[config.mk]
export PLATFORM = sky130hd
export DESIGN_NAME = pool_requant
export DESIGN_NICKNAME = d
export VERILOG_FILES = /design/src/rtl/pool_requant.sv
export SDC_FILE = /design/constraint.sdc
export NUM_CORES = 1
export LEC_CHECK = 0
export ABC_AREA = 1
export BUFFER_PORTS_ARGS = -buffer_cell sky130_fd_sc_hd__buf_2
export CORE_ASPECT_RATIO = 0.8
export CORE_MARGIN = 1
export CORE_UTILIZATION = 46
export DETAILED_ROUTE_END_ITERATION = 8
export PLACE_DENSITY = 0.65
export SETUP_SLACK_MARGIN = 0.15
export SYNTH_ARGS = -nofsm -noshare
export SYNTH_HDL_FRONTEND = slang
export SYNTH_SLANG_ARGS = --single-unit
[constraint.sdc]
create_clock -name clk -period 6.35 [get_ports clk]
set_clock_uncertainty 0.2 [all_clocks]
set_input_delay 1.27 -clock clk [delete_from_list [all_inputs] [get_ports clk]]
set_output_delay 1.27 -clock clk [all_outputs]
set_load 0.03 [all_outputs]
[src/rtl/pool_requant.sv]
// pool_requant: streaming 2x2 / stride-2 max-pool followed by a logical
// right shift and unsigned saturation to OUT_W bits. Pixels arrive in raster
// order; the row pair is joined through a half-width line buffer.
module pool_requant #(
  parameter int IN_W     = 16,
  parameter int OUT_W    = 8,
  parameter int MAX_COLS = 16
) (
  input  logic             clk,
  input  logic             rst_n,
  input  logic [IN_W-1:0]  in_data,
  input  logic             in_valid,
  input  logic [3:0]       rows_m1,
  input  logic [3:0]       cols_m1,
  input  logic [3:0]       shift,
  output logic [OUT_W-1:0] out_data,
  output logic             out_valid,
  output logic             frame_done,
  output logic             busy
);

  localparam int LB_DEPTH = MAX_COLS / 2;
  localparam int LB_AW    = (LB_DEPTH > 1) ? $clog2(LB_DEPTH) : 1;
  localparam logic [IN_W-1:0] OUT_MAX = IN_W'((1 << OUT_W) - 1);

  typedef enum logic {IDLE, RUN} state_t;

  state_t            state, stateNext;
  logic [3:0]        rowCnt, colCnt;
  logic [3:0]        rowsM1Q, colsM1Q, shiftQ;
  logic [3:0]        rowsEff, colsEff, shiftEff;
  logic              lastBeat, emitWin;
  logic [IN_W-1:0]   heldPix, pairMax, winMax;
  logic [IN_W-1:0]   lineBuf [LB_DEPTH];
  logic [LB_AW-1:0]  lbIdx;
  logic [OUT_W-1:0]  outData_p1;
  logic              vld_p1, frameDone_p1, busy_p1;

  function automatic logic [IN_W-1:0] maxU(input logic [IN_W-1:0] a,
                                           input logic [IN_W-1:0] b);
    return (a > b) ? a : b;
  endfunction

  // Logical shift, then clamp to the largest unsigned OUT_W value.
  function automatic logic [OUT_W-1:0] requant(input logic [IN_W-1:0] v,
                                               input logic [3:0]      sh);
    logic [IN_W-1:0] s;
    s = v >> sh;
    return (s > OUT_MAX) ? '1 : s[OUT_W-1:0];
  endfunction

  // Stage p0: frame geometry, window maximum and next-state decode.
  // In IDLE the live configuration applies, since that beat is pixel (0,0).
  always_comb begin
    stateNext = state;
    rowsEff   = (state == IDLE) ? rows_m1 : rowsM1Q;
    colsEff   = (state == IDLE) ? cols_m1 : colsM1Q;
    shiftEff  = (state == IDLE) ? shift   : shiftQ;
    lbIdx     = LB_AW'(colCnt >> 1);
    lastBeat  = in_valid && (rowCnt == rowsEff) && (colCnt == colsEff);
    emitWin   = in_valid && rowCnt[0] && colCnt[0];
    pairMax   = maxU(heldPix, in_data);
    winMax    = maxU(lineBuf[lbIdx], pairMax);
    case (state)
      IDLE:    if (in_valid && !lastBeat) stateNext = RUN;
      RUN:     if (lastBeat) stateNext = IDLE;
      default: stateNext = IDLE;
    endcase
  end

  // Control state: FSM, raster counters, configuration latch, output stage p1.
  always_ff @(posedge clk or negedge rst_n) begin
    if (!rst_n) begin
      state        <= IDLE;
      rowCnt       <= '0;
      colCnt       <= '0;
      rowsM1Q      <= '0;
      colsM1Q      <= '0;
      shiftQ       <= '0;
      outData_p1   <= '0;
      vld_p1       <= 1'b0;
      frameDone_p1 <= 1'b0;
      busy_p1      <= 1'b0;
    end else begin
      state <= stateNext;
      if (state == IDLE && in_valid) begin
        rowsM1Q <= rows_m1;
        colsM1Q <= cols_m1;
        shiftQ  <= shift;
      end
      if (in_valid) begin
        if (lastBeat) begin
          rowCnt <= '0;
          colCnt <= '0;
        end else if (colCnt == colsEff) begin
          colCnt <= '0;
          rowCnt <= rowCnt + 4'd1;
        end else begin
          colCnt <= colCnt + 4'd1;
        end
      end
      // Stage p1: registered results, one cycle after the completing beat.
      vld_p1       <= emitWin;
      frameDone_p1 <= lastBeat;
      busy_p1      <= (stateNext == RUN);
      if (emitWin) outData_p1 <= requant(winMax, shiftEff);
    end
  end

  // Datapath storage: even-column pixel hold and even-row pair maxima.
  always_ff @(posedge clk) begin
    if (in_valid && !colCnt[0]) heldPix <= in_data;
    if (in_valid && colCnt[0] && !rowCnt[0]) lineBuf[lbIdx] <= pairMax;
  end

  assign out_data   = outData_p1;
  assign out_valid  = vld_p1;
  assign frame_done = frameDone_p1;
  assign busy       = busy_p1;

endmodule

After elaboration in Yosys (flattened, before gate mapping)
Memory sizes are Yosys's and may differ from the RTL's.
Index checks and enable logic that the tools add are counted.
{"block": "op_classes", "addsub": 2, "magnitude_cmp": 3, "n_eq_ne": 2, "shifts": 1, "mux": 15, "bitwise_logic": 1, "reduce_logical": 14}
{"operator": "16-bit greater-than comparator", "count": 2}
{"operator": "16-bit two-way mux", "count": 2}
{"operator": "4-bit two-way mux", "count": 7}
{"operator": "16-bit by 8-bit greater-than comparator with 1-bit output (second input constant)", "count": 1}
{"operator": "16-bit by 4-bit >> shifter with 16-bit output", "count": 1}
{"operator": "1-bit logical AND", "count": 9}
{"operator": "4-bit by 1-bit adder with 4-bit output (second input constant)", "count": 2}
{"operator": "4-bit equality test", "count": 2}
{"operator": "8-bit two-way mux", "count": 1}
{"operator": "1-bit two-way mux", "count": 4}
{"operator": "1-bit logical NOT", "count": 3}
{"operator": "1-bit one-hot mux with 2 select lines", "count": 1}
{"operator": "2-bit AND reduction", "count": 1}
{"operator": "2-bit nonzero test", "count": 1}
{"operator": "1-bit NOT", "count": 1}
{"block": "word_totals", "ff_bits": 47, "ramBits": 128, "in_bits": 31, "out_inout_bits": 11, "wordCells": 49, "mem_count": 1}
{"name": "lineBuf", "words": 8, "width": 16, "read_ports": 1, "rd_clocked_by_memory_dff": 0, "write_ports": 1, "line_no": "34", "rtl": "logic [IN_W-1:0] lineBuf [LB_DEPTH];"}

Longest topological paths before layout
Gate-level depths: netlist of run 1.
{"block": "depth", "ltp_word": 8, "ltp_mapped": 36, "mapped_depth_nobuf": 34}

Worst setup path after synthesis of run 1
No wires, ideal clock.
{"block": "synth_timing", "kind": "in2reg", "start": "in in_data[15]", "end": "reg outData_p1[0], in the netlist out_data[0]", "setup_ns": 0.117, "arrival_ns": 5.208, "required_ns": 6.033, "path_slack_ns": 0.824, "cell_stages": 28, "n_path_buf": 3, "path_cell_list": "inv_1 -> ha_1 -> nand2_1 -> nor3_1 -> nand2_1 -> nand2_1 -> nand2_1 -> buf_2 -> buf_2 -> o21ai_0 -> inv_1 -> ha_1 -> inv_1 -> nor4_1 -> nand2_1 -> nor2_1 -> nand4_4 -> buf_2 -> nand3_1 -> nand3_1 -> nand3_1 -> nand3_1 -> nand2_1 -> nand2_2 -> nor2_4 -> nand3_1 -> nand3_1 -> nand2_1"}
{"block": "synth_between", "elab_chain_cells": 7}
{"item": "start, declared", "line_no": "11", "rtl": "input logic [IN_W-1:0] in_data,"}
{"item": "16-bit greater-than comparator *", "line_no": "41", "rtl": "return (a > b) ? a : b;"}
{"item": "16-bit two-way mux *", "line_no": "41"}
{"item": "net pairMax[9]", "line_no": "33", "rtl": "logic [IN_W-1:0] heldPix, pairMax, winMax;"}
{"item": "16-bit greater-than comparator", "line_no": "41"}
{"item": "16-bit two-way mux *", "line_no": "41"}
{"item": "16-bit by 4-bit >> shifter with 16-bit output *", "line_no": "48", "rtl": "s = v >> sh;"}
{"item": "16-bit by 8-bit greater-than comparator with 1-bit output", "line_no": "49", "rtl": "return (s > OUT_MAX) ? '1 : s[OUT_W-1:0];"}
{"item": "8-bit two-way mux *", "line_no": "49"}
{"item": "end signal, assigned", "line_no": "106", "rtl": "if (emitWin) outData_p1 <= requant(winMax, shiftEff);"}
{"item": "end, declared", "line_no": "36", "rtl": "logic [OUT_W-1:0] outData_p1;"}
The timed path passes the listed nets; every way through them passes the cells marked *.
A chain may end at the register's enable or synchronous reset.

Worst setup path in the final report of run 1
{"block": "layout_timing", "start": "in in_data[15]", "end": "reg outData_p1[1], in the netlist out_data[1]"}
{"block": "layout_between", "elab_chain_cells": 7}
{"item": "16-bit greater-than comparator", "line_no": "41"}
{"item": "16-bit two-way mux *", "line_no": "41"}
{"item": "16-bit greater-than comparator", "line_no": "41"}
{"item": "16-bit two-way mux *", "line_no": "41"}
{"item": "16-bit by 4-bit >> shifter with 16-bit output *", "line_no": "48"}
{"item": "16-bit by 8-bit greater-than comparator with 1-bit output", "line_no": "49"}
{"item": "8-bit two-way mux *", "line_no": "49"}
Every way passes the cells marked *; elsewhere a longest branch is shown, timed or not.

==> flow_summary_export.csv, run 1 <==
group,metric,value,unit
clock_tree,tritoncts,"built",
synthesis,synth_top_area_share,49.6,%
sta,fin_setup_tns,0,ns
placed_design,numPortBuffers,41,
clock_tree,postCtsHoldBufs,0,
finish,multi_input_area,3180,um2
routing,ant_nets,0,
synthesis,synth_area_leaders,"edfxtp_1, nand2_1, dfrtp_1",
global_routing,grt_antenna_before_repair,0,
critical_path,cp-start-kind,"input pin",
power,p_sw,2300,uW
sta,tightest_slew,1.05,ns
synthesis,syn_inst,850,
flow_run,maxCapViolCount,0,
sta,slew_violations,0,
critical_path,cp_data_required_time,6.47,ns
floorplan,core_area,18300,um2
routing,first_iter_violations,523,
placed_design,dp_hpwl,13400,um
sta,rsz0062_at_grt,"false",
routing,via_count,6342,
synthesis,yosysWarnings,0,
routing,drt-wirelength-per-cell,17.5,um
synthesis,synthTopCellsByCount,"nand2_1, edfxtp_1, nand3_1, inv_1, o21ai_0",
finish,diodes,0,
clock_tree,post_cts_buffers,0,
routing,firstDrtPassIters,5,
power,seqPwrFrac,30.8,%
synthesis,ys_seq_elements,175,
global_routing,grt_pass1_wl,32500,um
sta,fin_ws,0.708,ns
clock_tree,clk_pin_slew_worst_paths,0.07,ns
floorplan,die_h,125,um
power,irDropWorstVdd,0.350,mV
clock_tree,cts.sinks,175,
finish,areaGrowthSynthToFinish,12.9,%
power,swShare,45.3,%
sta,finalSetupViolCount,0,
power,powerDensity,517,nW/um2
global_routing,first_global_vias,5990,
synthesis,yosysMostFrequentCell,"nand2_1",
critical_path,r2r_start,"heldPix[15]",
global_routing,grt_usage,22.2,%
synthesis,ys_async_sr_fraction,17.7,%
critical_path,cp-startpoint,"in_data[15]",
floorplan,rows,44,
finish,drive_gt1_share,15.0,%
power,total_leakage_power,0.00405,uW
placed_design,gp_congestion,0.870,
synthesis,synth_nets,913,
floorplan,die_x,156,um
routing,drc_errors,0,
routing,viasPerCell,5.45,
sta,max_freq,177,MHz
sta,slew_headroom,29.3,%
synthesis,syn_avg_cell_area,10.3,um2
clock_tree,worstSkewPairLatency,0.43,ns
floorplan,dieArea,19500,um2
routing,drt-total-wl,20400,um
critical_path,end_kind,"flop",
global_routing,grt_start_max_net_pins,32,
finish,fin_nets,961,
floorplan,initial_core_util,47.5,%
clock_tree,clockRootBuffer,"clkbuf_16",
power,p_int,2780,uW
sta,period_needed,5.64,ns
synthesis,ys_types,41,
floorplan,num_io_pins,42,
worst_hold_path,holdCritPathClass,"flop to flop",
clock_tree,cts_resized,0,
synthesis,synth_area,8710,um2
finish,n_fill_cell,1618,
synthesis,yosys.area.top_type,"edfxtp_1",
power,pwr-share-comb,48.8,%
synthesis,synth-edff-count,144,
critical_path,critical_path_class,"input pin to flop",
clock_tree,htreeDepth,4,
synthesis,yosysSeqAreaShare,58.5,%
worst_hold_path,hp-start,"shiftQ[2]",
critical_path,crit_arrival,5.76,ns
critical_path,crit_fanout,18,
power,clkPwrFrac,20.5,%
clock_tree,cts.path.max_buffers,2,
placed_design,detailedPlace.worstSlack,0.287,ns
sta,hold_viol_final,0,
global_routing,grt_overflow_total,0,
outcome,outcome,"complete, no violations",
finish,seqCellArea,5100,um2
sta,fin_crit_sh,88.8,%
clock_tree,cts_buffers,17,
synthesis,synthFlopType,"edfxtp_1",
==> stage by stage <==
stage / hold slack, ns / util [%] / power [uW] / cells / area [um2]
2_1_floorplan: 0.234 / - / 3420 / 850 / 8710
3_3_place_gp: 0.249 / 50.4 / 4010 / 1132 / 9240
3_5_place_dp: 0.257 / 50.4 / 4030 / 1132 / 9240
4_1_cts: 0.271 / 53.7 / 5080 / 1164 / 9840
5_1_grt: 0.312 / 53.7 / 5450 / 1164 / 9840
6_report: 0.268 / 53.7 / 5080 / 1164 / 9840
==> layer usage <==
metal,GRT usage [%],share of wire (%),vias to the layer above
li1,-,-,3094
met1,32.8,48,3036
met2,33.5,45,194
met3,3.78,5.8,18
met4,6.34,1.1,0
met5,0,0,-
==> path summary, 6_finish.rpt <==
| check | end | cells after the start | slack, ns |
|---|---|---|---|
| max in group asynchronous | out_valid | 1 | 4.81 |
| min | shiftQ[2] | 2 | 0.27 |
| max | out_data[1] | 27 | 0.71 |
| min reg2reg | shiftQ[2] | 2 | 0.27 |
| max reg2reg | out_data[1] | 25 | 1.27 |
| min in group asynchronous | rowCnt[3] | 1 | 0.68 |
==> placed cells by master, fill, tap and decap left out, drive strengths merged, types with 4 or more instances in the layout <==
| cell type | synthesis | routed |
|---|---|---|
| or2 | 5 | 5 |
| inv | 84 | 92 |
| dfrtp | 31 | 31 |
| edfxtp | 144 | 144 |
| nor2 | 36 | 36 |
| clkbuf | 18 | 17 |
| nor4 | 5 | 5 |
| xor2 | 8 | 8 |
| o21ai | 42 | 42 |
| a21oi | 27 | 27 |
| buf | 11 | 58 |
| a22o | 15 | 15 |
| nor3 | 6 | 6 |
| a221oi | 14 | 14 |
| ha | 32 | 32 |
| nand2 | 219 | 219 |
| a22oi | 12 | 12 |
| nand3 | 104 | 104 |
| nand4 | 22 | 22 |
| clkinv | 0 | 4 |
==> registers in the layout (all words and copies together), names as in the netlist <==
name	count
busy	1
colCnt	4
colsM1Q	4
frame_done	1
heldPix	16
lineBuf	128
out_data	8
out_valid	1
rowCnt	4
rowsM1Q	4
shiftQ	4
==> final cells by class <==
cell class	count	share of cell area (%)
Sequential cell	175	51.8
Multi-Input combinational cell	562	32.3
Clock buffer	17	4.32
Timing Repair Buffer	58	3.38
Inverter	84	3.23
Tap cell	253	3.22
Clock inverter	15	1.72
==> worst max-delay path: stages <==
cell and delay [ns]:
buf_2 0.08, inv_1 0.05, ha_1 0.29, nand2_1 0.09, nor3_1 0.33, nand2_1 0.10
nand2_1 0.12, nand2_1 0.27, o21ai_0 0.53, ha_1 0.24, nand4_1 0.15, nor4_1 0.36
nand2_1 0.09, nor2_1 0.20, nand4_4 0.28, nand2_4 0.28, nand2_1 0.07, nand2_1 0.09
nand2_1 0.09, nand3_1 0.12, nand2_1 0.08, nand3_1 0.07, o21ai_1 0.09, nor2_2 0.16
nand3_1 0.10, nand2_1 0.09, nand2_1 0.05
==> power by group through the flow <==
stage	Sequential, uW	Combinational [uW]	Clock [uW]
3_3_place_gp	1580	2430	0
3_5_place_dp	1580	2450	0
2_1_floorplan	1600	1820	0
4_1_cts	1560	2460	1060
6_report	1560	2480	1040
5_1_grt	1580	2770	1100
==> cells by family (layout without fill, tap and decap cells) <==
kind of cell / Yosys count / after routing / share of synthesized area [%]
AOI/OAI and AO/OA: 117 / 117 / 8.57
xor gates and xnor gates: 8 / 8 / 0.804
adders and majority gates: 32 / 32 / 4.60
buffers and inverters: 113 / 174 / 5.30
DFF: 175 / 175 / 58.5
muxes: 5 / 5 / 0.617
and+or+nand+nor: 400 / 400 / 21.6
(Power assumes the default switching activity.)
==> run 2: changes to the inputs <==
--- a/config.mk
+++ b/config.mk
@@ -9,9 +9,9 @@
 export BUFFER_PORTS_ARGS = -buffer_cell sky130_fd_sc_hd__buf_2
 export CORE_ASPECT_RATIO = 0.8
 export CORE_MARGIN = 1
-export CORE_UTILIZATION = 46
+export CORE_UTILIZATION = 48
 export DETAILED_ROUTE_END_ITERATION = 8
-export PLACE_DENSITY = 0.65
+export PLACE_DENSITY = 0.67
 export SETUP_SLACK_MARGIN = 0.15
 export SYNTH_ARGS = -nofsm -noshare
 export SYNTH_HDL_FRONTEND = slang
==> run 2 against run 1 <==
  * Global-route usage up 0.36 points
  * Largest power group unchanged
  * Combinational power about the same
  * Die area down 4.1%
  * Hold slack lost 0.00093 ns
  * Total power is 0.91% lower
  * Register-to-register slack better by 0.11 ns
==> flow_summary_export.csv, run 2 (synthesis gave the netlist of run 1 again) <==
group,metric,value,unit
routing,drt-wirelength-per-cell,17.4,um
routing,firstDrtPassIters,5,
finish,n_fill_cell,1524,
power,pwr-share-comb,49.2,%
power,total_leakage_power,0.00405,uW
clock_tree,postCtsHoldBufs,0,
sta,max_freq,181,MHz
flow_run,maxCapViolCount,0,
clock_tree,tritoncts,"built",
sta,tightest_slew,1.09,ns
finish,diodes,0,
floorplan,core_area,17500,um2
power,swShare,45.0,%
finish,drive_gt1_share,14.9,%
sta,slew_violations,0,
finish,seqCellArea,5100,um2
floorplan,num_io_pins,42,
critical_path,cp_slowest_cell,"o21ai_0",
critical_path,path_common_cell,"nand2_1",
floorplan,die_x,153,um
outcome,outcome,"complete, no violations",
finish,layout_commonest_cell,"nand2_1",
sta,rsz0062_at_grt,"false",
routing,viasPerCell,5.53,
critical_path,end_kind,"flop",
placed_design,dp_hpwl,13100,um
critical_path,max_stage_delay,0.42,ns
sta,fin_crit_sh,87.2,%
clock_tree,clk_pin_slew_worst_paths,0.06,ns
clock_tree,post_cts_buffers,0,
power,clkPwrFrac,19.8,%
global_routing,grt_start_max_net_pins,32,
clock_tree,htreeDepth,4,
routing,via_count,6293,
routing,ant_nets,0,
sta,period_needed,5.54,ns
clock_tree,cts_resized,0,
floorplan,initial_core_util,49.7,%
critical_path,crit_fanout,18,
sta,slew_headroom,26.7,%
finish,mostFrequentLayoutCells,"nand2_1, edfxtp_1, nand3_1",
critical_path,critical_path_class,"input pin to flop",
finish,final_util,55.7,%
finish,fin_nets,962,
worst_hold_path,holdCritPathClass,"flop to flop",
clock_tree,cts.path.max_buffers,2,
finish,areaGrowthSynthToFinish,12.2,%
placed_design,numPortBuffers,41,
placed_design,detailedPlace.worstSlack,0.459,ns
floorplan,dieArea,18700,um2
placed_design,gp_congestion,0.869,
global_routing,grt_usage,22.5,%
floorplan,rows,43,
sta,hold_viol_final,0,
routing,drt-total-wl,19800,um
clock_tree,worstSkewPairLatency,0.43,ns
power,p_sw,2260,uW
finish,top_register,"lineBuf",
critical_path,crit_arrival,5.66,ns
power,p_int,2770,uW
sta,fin_ws,0.814,ns
clock_tree,cts.sinks,175,
power,seqPwrFrac,31.0,%
routing,drc_errors,0,
power,irDropWorstVdd,0.342,mV
sta,fin_setup_tns,0,ns
critical_path,cp_data_required_time,6.47,ns
sta,finalSetupViolCount,0,
global_routing,grt_overflow_total,0,
finish,multi_input_area,3180,um2
finish,largest_reg_flops,128,
power,total_power,5040,uW
global_routing,grt_antenna_before_repair,0,
global_routing,grt_pass1_wl,31500,um
clock_tree,cts_buffers,17,
critical_path,r2r_slack,1.38,ns
critical_path,cp-start-kind,"input pin",
power,powerDensity,515,nW/um2
global_routing,first_global_vias,5841,
clock_tree,clockRootBuffer,"clkbuf_16",
routing,first_iter_violations,511,
floorplan,die_h,123,um
-- run 2: path summary, 6_finish.rpt --
| path | cells past startpoint | end | start |
|---|---|---|---|
| setup / recovery | 29 | out_data[0] | in_data[15] |
| hold / removal | 2 | shiftQ[0] | shiftQ[0] |
| setup reg to reg | 27 | out_data[0] | heldPix[15] |
| hold reg to reg | 2 | shiftQ[0] | shiftQ[0] |
| max in group asynchronous | 1 | shiftQ[2] | rst_n |
| min in group asynchronous | 1 | frame_done | rst_n |
-- run 2: worst max-delay path: cells and delay by family --
kind                     cells  cell delay, ns
adder cells (fa/ha/maj)      2            0.60
buffers and inverters        3            0.22
AND/OR/NAND/NOR             19            2.37
AO/OA/AOI/OAI                5            1.20
-- run 2: per-stage QoR --
step / area, um2 / hold slack [ns] / instances
CTS: 9780 / 0.268 / 1137
global placement: 9220 / 0.249 / 1105
floorplan: 8710 / 0.234 / 850
global route: 9780 / 0.294 / 1137
finish: 9780 / 0.267 / 1137
detailed placement: 9220 / 0.253 / 1105
-- run 2: cell type report --
class                   count  area share (%)
clock inverters            13            1.31
repair buffers             59            3.48
flip-flops and latches    175            52.2
multi-input cells         562            32.5
inverters                  84            3.25
clock buffers              19            4.43
well taps                 225            2.88
-- run 2: routing by layer --
layer / global-route usage (%) / wire length, um
met1: 32.8 / 9450
met2: 34.7 / 8790
met3: 3.35 / 1290
met4: 7.64 / 297
met5: 0 / 0
-- run 2: power by group through the flow --
stage / combinational [uW] / sequential, uW / clock, uW
detailed placement: 2430 / 1580 / 0
global placement: 2410 / 1580 / 0
finish: 2480 / 1560 / 996
global route: 2770 / 1580 / 1060
CTS: 2450 / 1560 / 1010
floorplan: 1820 / 1600 / 0
==> run 3: changes to the inputs <==
--- a/config.mk
+++ b/config.mk
@@ -7,7 +7,6 @@
 export LEC_CHECK = 0
 export ABC_AREA = 1
 export BUFFER_PORTS_ARGS = -buffer_cell sky130_fd_sc_hd__buf_2
-export CORE_ASPECT_RATIO = 0.8
 export CORE_MARGIN = 1
 export CORE_UTILIZATION = 48
 export DETAILED_ROUTE_END_ITERATION = 8
==> run 3 against run 2 <==
  * Utilization is 0.32 points higher
  * Hold slack better by 0.0040 ns
  * Total power is 1.3% higher
  * Critical path type unchanged
  * Clock power is 8% higher
  * First-iteration DRC count is 20% lower
  * Combinational power hardly changed
==> flow_summary_export.csv, run 3 (synthesis gave the netlist of run 1 again) <==
group,metric,value,unit
outcome,outcome,"complete, no violations",
routing,ant_nets,0,
floorplan,initial_core_util,49.7,%
global_routing,grt_overflow_total,0,
critical_path,path_common_cell,"nand2_1",
routing,viasPerCell,5.55,
critical_path,cp_slowest_cell,"o21ai_0",
clock_tree,clk_pin_slew_worst_paths,0.07,ns
placed_design,gp_congestion,0.909,
floorplan,dieArea,18700,um2
flow_run,maxCapViolCount,0,
global_routing,grt_usage,23.0,%
clock_tree,cts_resized,0,
sta,fin_crit_sh,88.3,%
critical_path,crit_arrival,5.73,ns
worst_hold_path,holdCritPathClass,"flop to flop",
finish,diodes,0,
routing,drt-wirelength-per-cell,17.4,um
sta,rsz0062_at_grt,"false",
sta,slew_headroom,28.6,%
critical_path,cp_data_required_time,6.47,ns
clock_tree,postCtsHoldBufs,0,
clock_tree,clockRootBuffer,"clkbuf_16",
routing,drc_errors,0,
sta,slew_violations,0,
sta,fin_setup_tns,0,ns
placed_design,detailedPlace.worstSlack,0.343,ns
critical_path,max_stage_delay,0.46,ns
clock_tree,cts_buffers,17,
clock_tree,worstSkewPairLatency,0.43,ns
sta,period_needed,5.61,ns
sta,fin_ws,0.744,ns
routing,drt-total-wl,19800,um
sta,hold_viol_final,0,
routing,via_count,6307,
placed_design,place_inst,1104,
finish,drive_gt1_share,14.9,%
clock_tree,tritoncts,"built",
critical_path,r2r_slack,1.31,ns
floorplan,core_area,17500,um2
sta,max_freq,178,MHz
floorplan,die_x,137,um
power,irDropWorstVdd,0.397,mV
critical_path,cp_num_buf_inv,4,
finish,layout_commonest_cell,"nand2_1",
sta,finalHoldWorstSlack,0.271,ns
finish,areaGrowthSynthToFinish,12.8,%
floorplan,rows,48,
global_routing,grt_antenna_before_repair,0,
floorplan,die_h,137,um
routing,first_iter_violations,409,
placed_design,dp_hpwl,13300,um
global_routing,grt_start_max_net_pins,32,
clock_tree,htreeDepth,4,
critical_path,crit_fanout,18,
finish,final_util,56.1,%
clock_tree,cts.sinks,175,
critical_path,critical_path_class,"input pin to flop",
placed_design,numPortBuffers,41,
floorplan,num_io_pins,42,
critical_path,crit_family,"simple AND/OR/NAND/NOR gates",
finish,layoutNonFillerInstCount,1136,
power,powerDensity,519,nW/um2
sta,finalSetupViolCount,0,
finish,top_register,"lineBuf",
critical_path,end_kind,"flop",
global_routing,first_global_vias,6063,
finish,fin_nets,961,
clock_tree,post_cts_buffers,0,
global_routing,grt_pass1_wl,31600,um
routing,firstDrtPassIters,5,
sta,tightest_slew,1.06,ns
finish,largest_reg_flops,128,
power,total_leakage_power,0.00407,uW
clock_tree,cts.path.max_buffers,2,
finish,mostFrequentLayoutCells,"nand2_1, edfxtp_1, nand3_1",
critical_path,cp-start-kind,"input pin",
-- run 3: changes by cell type in the layout (fill, tap and decap cells not counted) --
| cell | change |
|---|---|
| clkinvlp_4 | -1 |
| clkbuf_1 | -1 |
| buf_4 | -1 |
| inv_8 | +2 |
| clkinv_4 | -2 |
| clkinv_8 | +3 |
| bufinv_16 | +1 |
| clkinv_2 | -2 |
-- run 3: routing by layer --
layer	GRT usage (%)	share of wire, %
met1	30.7	44
met2	38.2	48
met3	3.81	6.5
met4	7.78	1.5
met5	0	0
-- run 3: per-stage QoR --
step	total power, uW	area (um2)
6_report	5100	9830
3_3_place_gp	3990	9210
3_5_place_dp	4020	9210
2_1_floorplan	3420	8710
5_1_grt	5490	9830
4_1_cts	5110	9830
-- run 3: power by group --
| group | leakage (uW) | switching [uW] | internal [uW] |
|---|---|---|---|
| clock | 0.000306 | 479 | 605 |
| combinational | 0.00208 | 1690 | 764 |
| sequential | 0.00169 | 102 | 1460 |
| total | 0.00407 | 2280 | 2830 |
-- run 3: area by class of cell --
cell class                 count  area [um2]
multi-input combinational    562        3180
tap                          225         282
timing repair buffer          58         333
clock inverter                14         194
sequential                   175        5100
fill                        1550        7710
clock buffer                  18         429
inverter                      84         318
-- run 3: worst paths after layout --
kind / startpoint / end / cells after the start
worst max-delay path: in_data[15] / out_data[7] / 28
worst min-delay path: shiftQ[2] / shiftQ[2] / 2
worst max register to register: heldPix[15] / out_data[7] / 26
worst min register to register: shiftQ[2] / shiftQ[2] / 2
max in group asynchronous: rst_n / colCnt[0] / 1
min in group asynchronous: rst_n / frame_done / 1
-- run 3: worst reg2reg max path: stages (launching register included) --
cell	delay [ns]
edfxtp_1	0.39
ha_1	0.31
nand2_1	0.09
nor3_1	0.31
nand2_1	0.09
nand2_1	0.12
nand2_1	0.28
o21ai_0	0.46
inv_1	0.09
ha_1	0.30
inv_1	0.04
nor4_1	0.42
nand2_1	0.11
nor2_1	0.19
nand4_4	0.27
nand2_4	0.28
nand2_1	0.07
nand2_1	0.09
nand2_1	0.09
nand3_1	0.12
nand2_1	0.08
nand3_1	0.07
o21ai_1	0.09
nor2_2	0.16
nand3_1	0.10
nand2_1	0.08
nand2_1	0.05
